===== src/rtl/synth_seq_pkg.sv =====
// Shared types and sizes for the step sequencer.
package synth_seq_pkg;

    localparam int unsigned NUM_STEPS = 16;
    localparam int unsigned NOTE_W    = 12;
    localparam int unsigned GATE_W    = 4;
    localparam int unsigned TICK_W    = 16;
    localparam int unsigned STEP_W    = 4;
    localparam int unsigned ENTRY_W   = NOTE_W + GATE_W;

    typedef enum logic [1:0] {
        ST_IDLE = 2'd0,
        ST_LOAD = 2'd1,
        ST_GATE = 2'd2,
        ST_REST = 2'd3
    } seq_state_e;

    // One step-table entry: gate length in ticks above the oscillator note.
    typedef struct packed {
        logic [GATE_W-1:0] gate;
        logic [NOTE_W-1:0] note;
    } step_entry_t;

endpackage


===== src/rtl/seq_tick_gen.sv =====
// Free-running tick divider, held at zero while the sequencer is idle.
module seq_tick_gen
    import synth_seq_pkg::*;
(
    input  logic              clk,
    input  logic              rstn,
    input  logic              en,
    input  logic [TICK_W-1:0] tick_div,
    output logic              tick_c
);

    logic [TICK_W-1:0] cnt;

    // A tick fires whenever the count has reached the (live) divider value.
    assign tick_c = en && (cnt >= tick_div);

    // Count up while enabled, reload to zero on each tick or when disabled.
    always_ff @(posedge clk or negedge rstn) begin
        if (!rstn) begin
            cnt <= '0;
        end else if (!en || tick_c) begin
            cnt <= '0;
        end else begin
            cnt <= cnt + TICK_W'(1);
        end
    end

endmodule


===== src/rtl/note_sequencer.sv =====
// 16-step note sequencer: step table, play FSM and registered synth controls.
module note_sequencer
    import synth_seq_pkg::*;
(
    input  logic               clk,
    input  logic               rstn,
    input  logic               start,
    input  logic               stop,
    input  logic               loop,
    input  logic [TICK_W-1:0]  tick_div,
    input  logic [GATE_W-1:0]  step_ticks,
    input  logic [STEP_W-1:0]  last_step,
    input  logic               wr_en,
    input  logic [STEP_W-1:0]  wr_addr,
    input  logic [ENTRY_W-1:0] wr_data,
    output logic [NOTE_W-1:0]  osc_count,
    output logic               trig,
    output logic               busy,
    output logic [STEP_W-1:0]  step,
    output logic               wrap
);

    localparam int unsigned GCMP_W = GATE_W + 1;

    seq_state_e        state, state_nxt;
    step_entry_t       table_q [NUM_STEPS];
    step_entry_t       rd_entry;
    logic [STEP_W-1:0] step_nxt;
    logic [GATE_W-1:0] tcnt, tcnt_nxt;
    logic [GATE_W-1:0] cur_gate, gate_nxt;
    logic [NOTE_W-1:0] osc_nxt;
    logic              wrap_nxt;
    logic              tick_c;

    seq_tick_gen u_tick (
        .clk      (clk),
        .rstn     (rstn),
        .en       (busy),
        .tick_div (tick_div),
        .tick_c   (tick_c)
    );

    // Step table; writable in any state, cleared by reset.
    always_ff @(posedge clk or negedge rstn) begin
        if (!rstn) begin
            for (int i = 0; i < int'(NUM_STEPS); i++) begin
                table_q[i] <= '0;
            end
        end else if (wr_en) begin
            table_q[wr_addr] <= step_entry_t'(wr_data);
        end
    end

    // Next-state logic; the table is sampled only on the edge entering LOAD.
    always_comb begin
        state_nxt = state;
        step_nxt  = step;
        tcnt_nxt  = tcnt;
        gate_nxt  = cur_gate;
        osc_nxt   = osc_count;
        wrap_nxt  = 1'b0;
        rd_entry  = '0;

        if (stop) begin
            state_nxt = ST_IDLE;
        end else begin
            case (state)
                ST_IDLE: begin
                    if (start) begin
                        state_nxt = ST_LOAD;
                        step_nxt  = '0;
                        tcnt_nxt  = '0;
                    end
                end
                ST_LOAD: begin
                    state_nxt = (cur_gate != '0) ? ST_GATE : ST_REST;
                    tcnt_nxt  = '0;
                end
                ST_GATE, ST_REST: begin
                    if (tick_c) begin
                        if (tcnt == step_ticks) begin
                            // Step end outranks gate end.
                            tcnt_nxt = '0;
                            if (step >= last_step) begin
                                if (loop) begin
                                    state_nxt = ST_LOAD;
                                    step_nxt  = '0;
                                    wrap_nxt  = 1'b1;
                                end else begin
                                    state_nxt = ST_IDLE;
                                end
                            end else begin
                                state_nxt = ST_LOAD;
                                step_nxt  = step + STEP_W'(1);
                            end
                        end else begin
                            tcnt_nxt = tcnt + GATE_W'(1);
                            if ((state == ST_GATE) &&
                                (GCMP_W'(tcnt) + GCMP_W'(1) == GCMP_W'(cur_gate))) begin
                                state_nxt = ST_REST;
                            end
                        end
                    end
                end
                default: begin
                    state_nxt = ST_IDLE;
                end
            endcase
        end

        if (state_nxt == ST_LOAD) begin
            // Forward a coincident write so the newest entry is played.
            rd_entry = (wr_en && (wr_addr == step_nxt)) ? step_entry_t'(wr_data)
                                                        : table_q[step_nxt];
            osc_nxt  = rd_entry.note;
            gate_nxt = rd_entry.gate;
        end
    end

    // State, counters and all outputs registered from next-state values.
    always_ff @(posedge clk or negedge rstn) begin
        if (!rstn) begin
            state     <= ST_IDLE;
            step      <= '0;
            tcnt      <= '0;
            cur_gate  <= '0;
            osc_count <= '0;
            trig      <= 1'b0;
            busy      <= 1'b0;
            wrap      <= 1'b0;
        end else begin
            state     <= state_nxt;
            step      <= step_nxt;
            tcnt      <= tcnt_nxt;
            cur_gate  <= gate_nxt;
            osc_count <= osc_nxt;
            trig      <= (state_nxt == ST_GATE);
            busy      <= (state_nxt != ST_IDLE);
            wrap      <= wrap_nxt;
        end
    end

endmodule


===== config.mk =====
export PLATFORM = sky130hd
export DESIGN_NAME = note_sequencer
export DESIGN_NICKNAME = d
export VERILOG_FILES = /design/src/rtl/synth_seq_pkg.sv /design/src/rtl/seq_tick_gen.sv /design/src/rtl/note_sequencer.sv
export SDC_FILE = /design/constraint.sdc
export NUM_CORES = 1
export LEC_CHECK = 0
export ABC_AREA = 1
export ABC_CLOCK_PERIOD_IN_PS = 3500
export BUFFER_PORTS_ARGS = -buffer_cell sky130_fd_sc_hd__clkbuf_2
export CAP_MARGIN = 20
export CELL_PAD_IN_SITES_DETAIL_PLACEMENT = 1
export CELL_PAD_IN_SITES_GLOBAL_PLACEMENT = 1
export CORE_MARGIN = 2
export CORE_UTILIZATION = 47
export CTS_CLUSTER_SIZE = 30
export DETAILED_ROUTE_END_ITERATION = 8
export PLACE_DENSITY_LB_ADDON = 0.05
export SLEW_MARGIN = 20
export SYNTH_ARGS = -nofsm -noshare
export SYNTH_HDL_FRONTEND = slang
export SYNTH_HIERARCHICAL = 1
export SYNTH_SLANG_ARGS = --single-unit

===== constraint.sdc =====
create_clock -name clk -period 3.5 [get_ports clk]
set_input_delay 0.525 -clock clk [delete_from_list [all_inputs] [get_ports clk]]
set_output_delay 0.525 -clock clk [all_outputs]
set_load 0.03 [all_outputs]

==> metrics.txt <==
Area contributors post-synth=dfrtp_1 (47%), nand2_1 (13%), nand3_1 (9.1%), o21ai_0 (8.1%), inv_1 (6.0%); Initial DRT Pass Iterations=5; clk_lat worst skew=roughly 530 ps; vias in the first global route=14,700; Post-DRT Antenna Nets=0; Final Hold Fails=4; DPL Wire Length=32,110 um; Post-synth EDFFs=0; Async SR Flop Fraction=100.0%; failing checks=hold timing; Synth Warn #=6; Vias/cell=about 5.5; most frequent cells after synthesis=nand2_1 (542), dfrtp_1 (301), nand3_1 (291), o21ai_0 (259), inv_1 (254); share of the synthesized area in the top cell type=a little under half; WP data arrival=3640 ps; global-route wire length before repair=81,830 um; layout cells sized above 1=12.35%; Cell Area, Synth=approximately 0.016 mm2; Hold Buf Count CTS=0; Initial Util=47.76%; crit end category=flip-flop; Clock transition at path regs=60 ps; Max FO, Critical Path=34; skew final=~22 ps; largest net degree at the start of global routing=88; status=finished, violations left; worst slew pin tran=778.4 ps; overall power=10.40 mW; peak supply drop=around 0.00053 V; DRC=0; initial antenna violation count=1; Top delay family on crit path=simple AND/OR/NAND/NOR gates; routed wire length=~50,000 um; post-route non-filler standard cell count=~2,600; routed len/inst=around 20 um; RSZ-0062 raised after global routing=no; H-tree depth=2; Worst EP required=3890 ps; setup violators final=0; number of distinct library cells after synthesis=36; fmax=~300 MHz; slowest CP cell=dfrtp_2; count leader, synth=nand2_1; Avg Inst Size Synth=slightly below 8 um2; Die Wd=about 190 um; Critical path buffers and inverters=4; final RePlAce weighted congestion=between 0.8 and 0.9; slew margin rel.=about half; cell leakage power=about 9.3 nW; flops & latches, synth=between 300 and 400; worst hold path type=primary input to asynchronous set/reset pin; fill cell count=between 4,000 and 5,000; clk sinks=301; global route overflow=0; Critical Setup Path Class=flip-flop to flip-flop; core area=around 0.034 mm2; Row Count=67; root buffer cell=clkbuf_16; Layout Nets=2,162; GRT Util Overall=29.11%; Synth Net Count=around 2,100; cell chain of the critical path=ha_1 > nand2_1 > nor2_1 > nor2_1 > nand2_1 > nand2_1 > nand2_1 > nand2_2 > a21boi_1 > buf_4 > nand2_1 > inv_1 > nand3_1 > nand2_1 > nand2_4 > buf_4 > buf_12 > nand3b_1 > nand3_1 > nand3_1 > nand3_1 > nand3_1 > nand2_1 > nand2_1; Seq/Total Area, Yosys=a little under half; routed vias=14,110; cell count after synthesis=around 2,100; max-slew violation count=0; die area=about 0.036 mm2; Period Utilization, post-route=about 93%; Max-Cap Viols=0; fin crit period=around 3200 ps; worst hold slack=-13.68 ps; final core utilization=between 50 and 60%; CP most frequent cell=nand2_1; CTS Buf Count=37; area delta synth->final=14.19%; Vert. Die Dim=around 190 um; CTS max path bufs=3; DRT iter0 DRCs=approximately 1,100; CP Launch Type=flip-flop; most common flop cell mapped by yosys=dfrtp_1; Ports=69; setup_tns=0 ps; leading area contributor after synthesis=dfrtp_1; power per cell area=roughly 570 mW/mm2; dpl cells=roughly 2,500; CTS tree=done; Buffers on Ports=68; delay of the slowest critical-path stage=between 400 and 500 ps
==> worst register-to-register path, cell delays in order (launching register included) <==
cell	delay, ps
dfrtp_2	440
ha_1	300
nand2_1	80
nor2_1	50
nor2_1	90
nand2_1	70
nand2_1	60
nand2_1	70
nand2_2	90
a21boi_1	80
buf_4	170
nand2_1	50
inv_1	40
nand3_1	70
nand2_1	100
nand2_4	140
buf_4	230
buf_12	240
nand3b_1	140
nand3_1	110
nand3_1	80
nand3_1	140
nand3_1	100
nand2_1	120
nand2_1	70
==> through the flow <==
stage / setup slack (ps) / area, um2 / hold slack, ps
floorplan: 611.0 / 16020 / 229.4
global placement: -65.91 / 16870 / 457.3
detailed placement: -130.8 / 16880 / 464.0
CTS: 35.26 / 18080 / 58.01
global route: 13.86 / 18290 / 61.16
finish: 251.4 / 18290 / -13.68
==> routing by layer <==
metal	global-route usage, %	part of all wire [%]
met1	41.04	47
met5	0	0
met3	4.526	5.4
met2	47.36	46
met4	6.791	1.5
==> layout make-up <==
cell class                      count  area, um2  share of cell area, %
Tap cell                          448      560.5                  3.065
Timing Repair Buffer              126       1109                  6.062
Inverter                          263      989.7                  5.412
Antenna cell                        1      2.502                0.01368
Sequential cell                   301       7533                  41.19
Clock inverter                      4      58.81                 0.3216
Multi-Input combinational cell   1360       6890                  37.68
Clock buffer                       60       1144                  6.253
==> final timing paths <==
kind                            slack, ps  depth (start not counted)           from             end
max in group asynchronous            2520                          2           rstn  u_tick/cnt[12]
worst min register to register        470                          2   table_q[139]    table_q[139]
worst min-delay path                  -10                          1           rstn   u_tick/cnt[8]
worst max-delay path                  250                         24  u_tick/cnt[3]   osc_count[11]
worst max register to register        250                         24  u_tick/cnt[3]   osc_count[11]
min in group clk                      210                          2           stop            wrap
==> cell families after synthesis <==
kind of cell    after synthesis  synth area share [%]
xor+xnor                     19                 1.039
compound gates              277                 8.820
flops                       301                 47.03
buf+inv                     398                 10.26
fa+ha+maj                    23                 1.797
simple gates               1041                 31.05
==> state kept, by name (all words and copies together), names as in the netlist <==
| register | cells |
|---|---|
| table_q | 256 |
| u_tick/cnt | 16 |
| osc_count | 12 |
| cur_gate | 4 |
| step | 4 |
| tcnt | 4 |
| state | 2 |
| busy | 1 |
| trig | 1 |
| wrap | 1 |
==> report_power, final <==
part           switching (mW)  internal, mW
sequential              0.437          4.18
clock                    1.48          2.30
combinational            1.27         0.731
total                    3.19          7.21
==> placed cells by master, fill, tap and decap left out, drive strengths merged <==
| cell | instances |
|---|---|
| a21boi | 1 |
| a21oi | 9 |
| a221oi | 1 |
| buf | 55 |
| bufinv | 1 |
| clkbuf | 131 |
| clkinv | 2 |
| clkinvlp | 1 |
| dfrtp | 301 |
| diode | 1 |
| ha | 23 |
| inv | 263 |
| nand2 | 562 |
| nand3 | 316 |
| nand3b | 97 |
| nand4 | 6 |
| nor2 | 52 |
| nor3 | 6 |
| nor4 | 1 |
| o21a | 1 |
| o21ai | 263 |
| o22ai | 2 |
| or2 | 1 |
| xnor2 | 5 |
| xor2 | 14 |
==> timing repair <==
action	in CTS	in global routing
setup endpoints to repair	0	16
gates resized for setup	0	19
setup buffers	0	3
(Power assumes the default switching activity.)
